--- src/rtl/dac_seq_pkg.sv ---
// Shared VGA 640x480 timing constants, pattern-mode encodings and the active-region
// pattern generator used by the DAC frame sequencer.
package dac_seq_pkg;

  localparam logic [9:0] H_ACTIVE = 10'd640;
  localparam logic [9:0] H_FP     = 10'd16;
  localparam logic [9:0] H_SYNC   = 10'd96;
  localparam logic [9:0] H_BP     = 10'd48;
  localparam logic [9:0] H_TOTAL  = H_ACTIVE + H_FP + H_SYNC + H_BP;

  localparam logic [9:0] V_ACTIVE = 10'd480;
  localparam logic [9:0] V_FP     = 10'd10;
  localparam logic [9:0] V_SYNC   = 10'd2;
  localparam logic [9:0] V_BP     = 10'd33;
  localparam logic [9:0] V_TOTAL  = V_ACTIVE + V_FP + V_SYNC + V_BP;

  localparam logic [9:0] CAL_LINE = 10'd500;
  localparam logic [9:0] CAL_LEN  = 10'd256;

  localparam logic [2:0] MODE_BLACK   = 3'd0;
  localparam logic [2:0] MODE_HRAMP   = 3'd1;
  localparam logic [2:0] MODE_VRAMP   = 3'd2;
  localparam logic [2:0] MODE_CHECKER = 3'd3;
  localparam logic [2:0] MODE_XOR     = 3'd4;
  localparam logic [2:0] MODE_ANIM    = 3'd5;

  // Code for a visible pixel; reserved modes fall through to black.
  function automatic logic [7:0] pattern_code(input logic [2:0] mode,
                                              input logic [9:0] h,
                                              input logic [9:0] v,
                                              input logic [7:0] frame);
    logic [7:0] code;
    code = 8'h00;
    case (mode)
      MODE_HRAMP:   code = h[7:0];
      MODE_VRAMP:   code = v[7:0];
      MODE_CHECKER: code = (h[5] ^ v[5]) ? 8'hFF : 8'h00;
      MODE_XOR:     code = h[7:0] ^ v[7:0];
      MODE_ANIM:    code = h[7:0] + frame;
      default:      code = 8'h00;
    endcase
    return code;
  endfunction

endpackage

--- src/rtl/vga_timing_counter.sv ---
// Free-running pixel (h) and line (v) counters with a one-cycle frame-wrap pulse
// that is high while the counters sit on the last pixel of the last line.
module vga_timing_counter #(
  parameter logic [9:0] H_TOTAL = dac_seq_pkg::H_TOTAL,
  parameter logic [9:0] V_TOTAL = dac_seq_pkg::V_TOTAL
) (
  input  logic       clk,
  input  logic       rst,
  output logic [9:0] h,
  output logic [9:0] v,
  output logic       frame_wrap
);

  logic h_last;
  logic v_last;

  assign h_last     = (h == H_TOTAL - 10'd1);
  assign v_last     = (v == V_TOTAL - 10'd1);
  assign frame_wrap = h_last && v_last;

  always_ff @(posedge clk) begin
    if (rst) begin
      h <= 10'd0;
      v <= 10'd0;
    end else if (h_last) begin
      h <= 10'd0;
      v <= v_last ? 10'd0 : v + 10'd1;
    end else begin
      h <= h + 10'd1;
    end
  end

endmodule

--- src/rtl/dac_frame_sequencer.sv ---
// Video DAC sequencer: VGA timing decode, frame-synchronous pattern/calibration
// selection and one registered output stage feeding the complementary DAC rails.
module dac_frame_sequencer
  import dac_seq_pkg::*;
#(
  parameter logic [9:0] H_ACTIVE_P = dac_seq_pkg::H_ACTIVE,
  parameter logic [9:0] H_FP_P     = dac_seq_pkg::H_FP,
  parameter logic [9:0] H_SYNC_P   = dac_seq_pkg::H_SYNC,
  parameter logic [9:0] H_BP_P     = dac_seq_pkg::H_BP,
  parameter logic [9:0] V_ACTIVE_P = dac_seq_pkg::V_ACTIVE,
  parameter logic [9:0] V_FP_P     = dac_seq_pkg::V_FP,
  parameter logic [9:0] V_SYNC_P   = dac_seq_pkg::V_SYNC,
  parameter logic [9:0] V_BP_P     = dac_seq_pkg::V_BP,
  parameter logic [9:0] CAL_LINE_P = dac_seq_pkg::CAL_LINE
) (
  input  logic       clk,
  input  logic       rst,
  input  logic [2:0] mode_in,
  input  logic       cal_en,
  output logic [7:0] dac_p,
  output logic [7:0] dac_n,
  output logic       hsync,
  output logic       vsync,
  output logic       hblank,
  output logic       vblank,
  output logic       cal_strobe,
  output logic [7:0] frame_cnt
);

  localparam logic [9:0] HT       = H_ACTIVE_P + H_FP_P + H_SYNC_P + H_BP_P;
  localparam logic [9:0] VT       = V_ACTIVE_P + V_FP_P + V_SYNC_P + V_BP_P;
  localparam logic [9:0] HS_START = H_ACTIVE_P + H_FP_P;
  localparam logic [9:0] HS_END   = H_ACTIVE_P + H_FP_P + H_SYNC_P;
  localparam logic [9:0] VS_START = V_ACTIVE_P + V_FP_P;
  localparam logic [9:0] VS_END   = V_ACTIVE_P + V_FP_P + V_SYNC_P;

  logic [9:0] h;
  logic [9:0] v;
  logic       frame_wrap;

  logic [2:0] mode_q;
  logic       cal_q;
  logic [7:0] code_q;

  logic       hblank_d;
  logic       vblank_d;
  logic       hsync_d;
  logic       vsync_d;
  logic       strobe_d;
  logic [7:0] code_d;

  vga_timing_counter #(
    .H_TOTAL (HT),
    .V_TOTAL (VT)
  ) u_timing (
    .clk        (clk),
    .rst        (rst),
    .h          (h),
    .v          (v),
    .frame_wrap (frame_wrap)
  );

  always_comb begin
    hblank_d = (h >= H_ACTIVE_P);
    vblank_d = (v >= V_ACTIVE_P);
    hsync_d  = !((h >= HS_START) && (h < HS_END));
    vsync_d  = !((v >= VS_START) && (v < VS_END));
    code_d   = 8'h00;
    strobe_d = 1'b0;
    // The calibration ramp lives in vertical blanking, so it must win over blanking.
    if (cal_q && (v == CAL_LINE_P) && (h < CAL_LEN)) begin
      code_d   = h[7:0];
      strobe_d = 1'b1;
    end else if (hblank_d || vblank_d) begin
      code_d = 8'h00;
    end else begin
      code_d = pattern_code(mode_q, h, v, frame_cnt);
    end
  end

  always_ff @(posedge clk) begin
    if (rst) begin
      mode_q     <= MODE_BLACK;
      cal_q      <= 1'b0;
      frame_cnt  <= 8'h00;
      code_q     <= 8'h00;
      hsync      <= 1'b1;
      vsync      <= 1'b1;
      hblank     <= 1'b1;
      vblank     <= 1'b1;
      cal_strobe <= 1'b0;
    end else begin
      if (frame_wrap) begin
        mode_q    <= mode_in;
        cal_q     <= cal_en;
        frame_cnt <= frame_cnt + 8'h01;
      end
      code_q     <= code_d;
      hsync      <= hsync_d;
      vsync      <= vsync_d;
      hblank     <= hblank_d;
      vblank     <= vblank_d;
      cal_strobe <= strobe_d;
    end
  end

  // Both rails come from the single code register so they can never disagree.
  assign dac_p = code_q;
  assign dac_n = ~code_q;

endmodule

--- config.mk ---
export PLATFORM = sky130hd
export DESIGN_NAME = dac_frame_sequencer
export DESIGN_NICKNAME = d
export VERILOG_FILES = /design/src/rtl/dac_seq_pkg.sv /design/src/rtl/vga_timing_counter.sv /design/src/rtl/dac_frame_sequencer.sv
export SDC_FILE = /design/constraint.sdc
export NUM_CORES = 1
export LEC_CHECK = 0
export CAP_MARGIN = 5
export CORE_MARGIN = 10
export CORE_UTILIZATION = 45
export CTS_BUF_LIST = sky130_fd_sc_hd__clkbuf_2 sky130_fd_sc_hd__clkbuf_4 sky130_fd_sc_hd__clkbuf_8
export CTS_CLUSTER_SIZE = 25
export DETAILED_ROUTE_END_ITERATION = 6
export PLACE_DENSITY = 0.69
export SYNTH_ARGS = -nofsm -noshare
export SYNTH_HDL_FRONTEND = slang
export SYNTH_SLANG_ARGS = --single-unit
--- constraint.sdc ---
create_clock -name clk -period 6.1 [get_ports clk]
set_clock_uncertainty 0.15 [all_clocks]
set_input_delay 1.83 -clock clk [delete_from_list [all_inputs] [get_ports clk]]
set_output_delay 1.83 -clock clk [all_outputs]
set_load 0.005 [all_outputs]
# Word-level counts from Yosys, hierarchy flattened
# Index checks and enable logic that the tools add are counted.
totals:
  register_bits: 45
  in_bits: 6
  output_inout_bits: 29
  elab_cells: 48
classes:
  n_addsub: 4
  order_cmp: 7
  eq_ne: 8
  muxes: 6
  n_bitwise: 3
  reduce_logical: 9
op_table:
  columns: ["operator", "n"]
  rows:
  - ["case mux 8 bit (5 select lines)", 1]
  - ["two-way mux 8 bit", 3]
  - ["adder 10 x 1 -> 10 bit (second input constant)", 2]
  - ["== test 10 bit (second input constant)", 2]
  - [">= comparator 10 bit (second input constant)", 2]
  - [">= comparator 10 x 9 -> 1 bit (second input constant)", 2]
  - ["< comparator 10 x 9 -> 1 bit (second input constant)", 2]
  - ["== test 10 x 9 -> 1 bit (second input constant)", 1]
  - ["< comparator 10 bit (second input constant)", 1]
  - ["two-way mux 10 bit", 1]
  - ["adder 8 x 1 -> 8 bit (second input constant)", 1]
  - ["adder 8 bit", 1]
  - ["inverter 8 bit", 1]
  - ["bitwise XOR 8 bit", 1]
  - ["== test 3 x 2 -> 1 bit (second input constant)", 2]
  - ["== test 3 bit (second input constant)", 2]
  - ["logical AND 1 bit", 5]
  - ["== test 3 x 1 -> 1 bit (second input constant)", 1]
  - ["zero test 1 bit", 2]
  - ["OR reduction 2 bit", 1]
  - ["logical OR 1 bit", 1]
  - ["two-way mux 1 bit", 1]
  - ["bitwise XOR 1 bit", 1]

# Longest topological paths before layout
# Gate-level depths: netlist of the first run.
depth:
  depth_word: 5
  ltp_mapped: 8
  depth_no_buf: 7

# Modules after synthesis
# A second synthesis of the first run with hierarchy kept.
unflattened:
  hier_cells: 294
  area_unflattened_um2: 2618.8
modules_own_cells:
  columns: ["mod", "n_inst", "cells_each", "area_each_um2", "seq_area_each_um2"]
  rows:
  - ["dac_frame_sequencer", 1, 188, 1655.3, 500.5]
  - ["vga_timing_counter", 1, 106, 963.4, 400.4]

# Worst setup path after synthesis of the first run
# No wires, ideal clock.
synth_timing:
  kind: "in2reg"
  from: "input port rst"
  to: "register code_q[7], in the netlist dac_p[7]"
  setup_ns: 0.063
  arrival_time_ns: 2.871
  required_ns: 5.887
  path_slack_ns: 3.016
  path_stages: 5
  path_buffers: 0
  path_cell_list: "nor2_1 -> nand2_1 -> or2_1 -> or4_1 -> nand3_1"
synth_rtl:
  columns: ["item", "line", "rtl"]
  rows:
  - ["start: declaration", "dac_frame_sequencer.sv:17", "input logic rst,"]
  - ["end signal: assignment", "dac_frame_sequencer.sv:98", "code_q <= code_d;"]
  - ["end: declaration", "dac_frame_sequencer.sv:43", "logic [7:0] code_q;"]

==> results.sh, run 1 <==
export IMPL_status="finished, final reports clean"
export IMPL_synth_top_flop_cell="dfxtp_1"
export IMPL_async_reset_ff_share_pct=0
export IMPL_ys_seq_area_share_pct=33.82
export IMPL_p_int_uw=427.2
export IMPL_placed_cell_area_mm2=0.003005
export IMPL_path_max_fanout=30
export IMPL_swShare_pct=22.00
export IMPL_placementRows=27
export IMPL_period_needed_ns=3.581
export IMPL_grt_use_met2_pct=18.56
export IMPL_pin_count=35
export IMPL_p_comb_share_pct=3.3
export IMPL_clock_latency_ns=0.30
export IMPL_reg2reg_from="u_timing.h[1]"
export IMPL_area_growth_pct=17.05
export IMPL_cts_sinks=45
export IMPL_start_util_pct=47.22
export IMPL_grt_usage_pct=12.91
export IMPL_setup_ws_ns=2.519
export IMPL_grt_most_used_layer="met2"
export IMPL_vias=2327
export IMPL_met1_usage_pct=17.84
export IMPL_gp_congestion=0.8794
export IMPL_stdcell_count=412
export IMPL_power_switching_uw=120.5
export IMPL_r2r_end="frame_cnt[6]"
export IMPL_fp_coreArea_mm2=0.005642
export IMPL_grt_pass1_wl_um=10470
export IMPL_pwr_share_seq_pct=54.9
export IMPL_total_power_uw=547.7
export IMPL_rsz0062_at_grt="false"
export IMPL_critical_path_startpoint="rst"
export IMPL_relSlewSlack_pct=47.14
export IMPL_tns_ns=0
export IMPL_min_path_type="reg2reg"
export IMPL_worst_pin_slew_ns=0.7912
export IMPL_place_ws_ns=2.237
export IMPL_clk_pin_slew_ns=0.09
export IMPL_grt_max_degree=31
export IMPL_die_h_um=96.94
export IMPL_cts_buffers=5
export IMPL_max_freq_ghz=0.2792
export IMPL_viasPerCell=5.648
export IMPL_fin_crit_sh_pct=58.71
export IMPL_min_to="cal_q"
export IMPL_syn_num_nets=336
export IMPL_ys_seq_elements=45
export IMPL_hp_start="cal_q"
export IMPL_start_kind="input pin"
export IMPL_yosysTopAreaCell="dfxtp_1"
export IMPL_wl_per_cell_um=15.44
export IMPL_routed_wl_um=6361
export IMPL_drv_cap=0
export IMPL_finalSetupViolCount=0
export IMPL_overflow=0
export IMPL_fp_dieW_um=96.94
export IMPL_critPathRequiredTime_ns=6.19
export IMPL_synth_edf_count=0
export IMPL_power_leakage_nw=1.149
export IMPL_drcViolationCount=0
export IMPL_grt_pass1_vias=2056
export IMPL_fp_dieArea_mm2=0.009397
export IMPL_ctsHoldBuffers=0
export IMPL_port_buffers=34
export IMPL_ys_top_cells_by_area="dfxtp_1, ha_1, xor2_1, xnor2_1, nor2_1"
export IMPL_fillers=523
export IMPL_yosysTopAreaCellShare_pct=33.82
export IMPL_dp_cells=404
export IMPL_yosys_warnings=0
export IMPL_first_iter_violations=219
export IMPL_hold_path_depth=2
export IMPL_synth_distinct_cells=53
export IMPL_syn_inst=317
export IMPL_syn_area_mm2=0.002664
export IMPL_hold_violations=0
export IMPL_syn_avg_cell_area_um2=8.403
export IMPL_post_cts_repair_setup_buffers=0
export IMPL_cts_root_buffer="clkbuf_8"
export IMPL_dr_pass1_iters=5
export IMPL_drive_above_1_share_pct=5.294
export IMPL_diodes=0
export IMPL_p_clk_share_pct=41.9
export IMPL_power_density_mw_per_mm2=175.6
export IMPL_nets=358
export IMPL_post_route_cell_area_mm2=0.003118
export IMPL_cts_resized=0
export IMPL_detail_route_antenna_nets=0
export IMPL_cts_path_max_buffers=2
export IMPL_r2r_slack_ns=3.45
export IMPL_cts_tree="done"
export IMPL_arrival_ns=3.67
export IMPL_dp_hpwl_um=4668
export IMPL_use_met3_pct=3.620
export IMPL_cp_end_kind="register"
export IMPL_slew_viol_final=0
export IMPL_htree_num_levels=2
export IMPL_reg2regPathDepth=6
export IMPL_critPathKind="in2reg"
export IMPL_antenna_found_initial=0
export IMPL_ir_worst_vdd_mv=0.1254
## cell type report
class                      count  area [um^2]  area share, %
sequential                    45        900.9          28.89
tap                           72        90.09          2.889
multi-input combinational    236         1607          51.52
timing repair buffer          35        347.8          11.16
clock buffer                   5        68.82          2.207
clock inverter                 3        43.79          1.404
inverter                      16        60.06          1.926
## registers in the layout (all words and copies together) (netlist names)
register / cells
vsync: 1
vblank: 1
u_timing.v: 10
cal_q: 1
cal_strobe: 1
u_timing.h: 10
mode_q: 3
dac_p: 8
frame_cnt: 8
hsync: 1
hblank: 1
## cells by family (layout without fill, tap and decap cells)
family                   count (synthesis)  count (layout)  synth area share, %
buffers and inverters                   36              59                5.871
flip-flops                              45              45                33.82
AND/OR/NAND/NOR                        120             120                25.41
adder cells (fa/ha/maj)                 13              13                6.388
XOR/XNOR                                28              28                9.206
multiplexers                             6               6                2.349
AO/OA/AOI/OAI                           69              69                16.96
## critical path, stage by stage
cell             delay [ns]
clkdlybuf4s50_1        0.39
buf_4                  0.23
nor2_1                 0.15
nand2_1                0.13
or2_1                  0.31
or4_1                  0.53
nand3_1                0.09
## worst max-delay path by stage
stage               slack [ns]  endpoint  depth (start not counted)
floorplan                 3.02  dac_p[7]                          5
global placement          2.28  dac_p[7]                          7
detailed placement        2.24  dac_p[7]                          7
CTS                       2.55  dac_p[7]                          7
global route              2.43  dac_p[7]                          7
finish                    2.52  dac_p[7]                          7
## cells in the final DEF (no fill, tap or decap), types with 2 or more instances in the layout
master and instances:
mux2i_1 4, clkdlybuf4s50_1 34, o21ai_0 20, xor2_1 15, nand2_1 18, a221o_1 5, inv_1 16, a221oi_1 3
xnor2_1 13, and3_1 7, o21a_1 2, dfxtp_1 45, or4_1 3, a21oi_1 14, a22oi_1 6, clkbuf_8 5
nor4_1 2, a21o_1 4, o22ai_1 3, nand3_1 13, nand2b_1 6, nor3_1 15, nor2_1 27, o211ai_1 3
nor3_2 3, nor2b_1 7, a32o_1 2, nand4_1 7, and4_1 3, ha_1 12
## power by group through the flow
stage | sequential, mW | combinational (mW) | clock (mW)
after global placement | 0.307 | 0.0174 | 0
after CTS | 0.300 | 0.0178 | 0.235
after detailed placement | 0.307 | 0.0177 | 0
after global routing | 0.301 | 0.0200 | 0.245
final | 0.300 | 0.0178 | 0.229
after floorplan | 0.306 | 0.0104 | 0
## Yosys cell counts (2+ instances only)
| master | n |
|---|---|
| dfxtp_1 | 45 |
| nor2_1 | 27 |
| o21ai_0 | 20 |
| nand2_1 | 18 |
| inv_1 | 16 |
| nor3_1 | 15 |
| xor2_1 | 15 |
| a21oi_1 | 14 |
| nand3_1 | 13 |
| xnor2_1 | 13 |
| ha_1 | 12 |
| clkbuf_1 | 8 |
| and3_1 | 7 |
| buf_2 | 7 |
| nand4_1 | 7 |
| nor2b_1 | 7 |
| a22oi_1 | 6 |
| nand2b_1 | 6 |
| a221o_1 | 5 |
| a21o_1 | 4 |
| mux2i_1 | 4 |
| a221oi_1 | 3 |
| and4_1 | 3 |
| nor3_2 | 3 |
| o211ai_1 | 3 |
| o22ai_1 | 3 |
| or4_1 | 3 |
| a32o_1 | 2 |
| buf_1 | 2 |
| nor4_1 | 2 |
| o21a_1 | 2 |
## layer usage
layer / up-vias / wire length, um / part of all wire [%]
met5: - / 0 / 0
met4: 0 / 91 / 1.4
met3: 10 / 463 / 7.3
met2: 84 / 2690 / 42
met1: 1057 / 3116 / 49
li1: 1176 / - / -
## per-stage QoR
stage,hold slack [ns],util (%)
floorplan,0.3038,-
global placement,0.3354,53.27
detailed placement,0.3444,53.27
CTS,0.3568,55.27
global route,0.4027,55.27
finish,0.3522,55.27
Power figures use the tool's default switching activity.
==> inputs of run 2 (changes only) <==
- PLACE_DENSITY: 0.69 -> 0.72
- clock period: 6.1 -> 3.1 ns (I/O delays scaled with it)
==> results.sh, run 2 (synthesis results as in run 1) <==
export IMPL_post_cts_repair_setup_buffers=0
export IMPL_hold_violations=0
export IMPL_wl_per_cell_um=15.55
export IMPL_area_growth_pct=18.18
export IMPL_grt_pass1_wl_um=10910
export IMPL_cts_path_max_buffers=2
export IMPL_cp_end_kind="register"
export IMPL_gp_congestion=0.8813
export IMPL_r2r_end="frame_cnt[6]"
export IMPL_detail_route_antenna_nets=0
export IMPL_rsz0062_at_grt="false"
export IMPL_path_max_fanout=5
export IMPL_tns_ns=0
export IMPL_fp_dieW_um=96.94
export IMPL_final_cell_mix="dfxtp_1, clkdlybuf4s50_1, nor2_1"
export IMPL_hold_path_depth=2
export IMPL_max_freq_ghz=0.4053
export IMPL_clock_latency_ns=0.30
export IMPL_slowest_stage="or4_1"
export IMPL_nets=365
export IMPL_die_h_um=96.94
export IMPL_hp_start="cal_q"
export IMPL_min_path_type="reg2reg"
export IMPL_worst_pin_slew_ns=0.8055
export IMPL_critPathRequiredTime_ns=3.20
export IMPL_routed_wl_um=6515
export IMPL_cts_sinks=45
export IMPL_cts_tree="done"
export IMPL_grt_pass1_vias=2218
export IMPL_finalSetupViolCount=0
export IMPL_ctsHoldBuffers=0
export IMPL_viasPerCell=5.692
export IMPL_reg2reg_from="u_timing.h[0]"
export IMPL_fp_coreArea_mm2=0.005642
export IMPL_top_regs="u_timing.h: 10 flops, u_timing.v: 10 flops"
export IMPL_cp_cell_sequence="clkdlybuf4s50_1 -> nor2_1 -> nand2_1 -> or2_1 -> or4_1 -> nand3_1"
export IMPL_slew_viol_final=0
export IMPL_drv_cap=0
export IMPL_stdcell_count=419
export IMPL_ir_worst_vdd_mv=0.2605
export IMPL_start_kind="input pin"
export IMPL_vias=2385
export IMPL_min_to="cal_q"
export IMPL_port_buffers=34
export IMPL_clk_pin_slew_ns=0.09
export IMPL_grt_usage_pct=13.23
export IMPL_diodes=0
export IMPL_r2r_slack_ns=0.64
export IMPL_overflow=0
export IMPL_cts_buffers=5
export IMPL_antenna_found_initial=0
export IMPL_critPathKind="in2reg"
export IMPL_status="finished, final reports clean"
export IMPL_fp_dieArea_mm2=0.009397
export IMPL_fin_crit_sh_pct=79.60
export IMPL_start_util_pct=47.22
export IMPL_dr_pass1_iters=4
export IMPL_htree_num_levels=2
export IMPL_arrival_ns=2.56
export IMPL_reg2regPathDepth=6
export IMPL_cts_root_buffer="clkbuf_8"
export IMPL_grt_max_degree=30
export IMPL_slowest_delay_ns=0.53
export IMPL_placementRows=27
export IMPL_period_needed_ns=2.468
export IMPL_power_density_mw_per_mm2=316.5
export IMPL_cts_resized=0
export IMPL_final_common_cell="dfxtp_1"
export IMPL_drcViolationCount=0
export IMPL_first_iter_violations=216
export IMPL_power_leakage_nw=1.171
export IMPL_dp_hpwl_um=4885
export IMPL_pin_count=35
export IMPL_drive_above_1_share_pct=7.205
export IMPL_relSlewSlack_pct=46.19
export IMPL_dp_cells=411
==> run 2: cell types whose count changed in the layout (fill, tap and decap cells not counted) <==
cell / previous run / this run
buf_4: 1 / 8
bufinv_16: 1 / 0
clkinvlp_4: 0 / 1
==> run 2: layout make-up <==
cell class              count  area [um^2]
clock buffers               5        68.82
clock inverters             3        21.27
fillers                   547         2494
inverters                  16        60.06
multi-input cells         236         1607
flip-flops and latches     45        900.9
well taps                  72        90.09
repair buffers             42        400.4
==> run 2: power by group <==
group	internal, mW	leakage (nW)	switching (mW)
Clock	0.160	0.0445	0.208
Combinational	0.0187	0.762	0.0221
Sequential	0.582	0.364	0.00500
==> run 2: metal layers <==
layer	wire length [um]	GRT usage, %	vias to the layer above
li1	-	-	1186
met1	3141	17.58	1111
met2	2859	20.81	83
met3	482	3.691	5
met4	31	2.480	0
met5	0	0	-
==> run 2: worst max path at each step <==
| stage | startpoint | slack (ns) | to |
|---|---|---|---|
| 3_5_place_dp | rst | 0.32 | dac_p[7] |
| 3_3_place_gp | rst | 0.33 | dac_p[7] |
| 4_1_cts | rst | 0.64 | dac_p[7] |
| 6_report | rst | 0.63 | dac_p[7] |
| 5_1_grt | u_timing.h[5] | 0.50 | dac_p[6] |
| 2_1_floorplan | rst | 0.92 | dac_p[7] |
==> run 2: stage by stage <==
step | power, mW | hold WS (ns) | area (um^2) | setup WS (ns) | utilization [%]
detailed placement | 0.6413 | 0.3348 | 3058 | 0.3187 | 54.20
global route | 1.044 | 0.3667 | 3148 | 0.4962 | 55.80
finish | 0.9964 | 0.3468 | 3148 | 0.6324 | 55.80
floorplan | 0.6217 | 0.3038 | 2664 | 0.9158 | -
CTS | 1.011 | 0.3482 | 3148 | 0.6374 | 55.80
global placement | 0.6406 | 0.3385 | 3058 | 0.3349 | 54.20
==> run 2: critical path, delay by kind of cell <==
| family | cells | cell delay [ns] |
|---|---|---|
| buf+inv | 1 | 0.43 |
| simple gates | 5 | 1.21 |
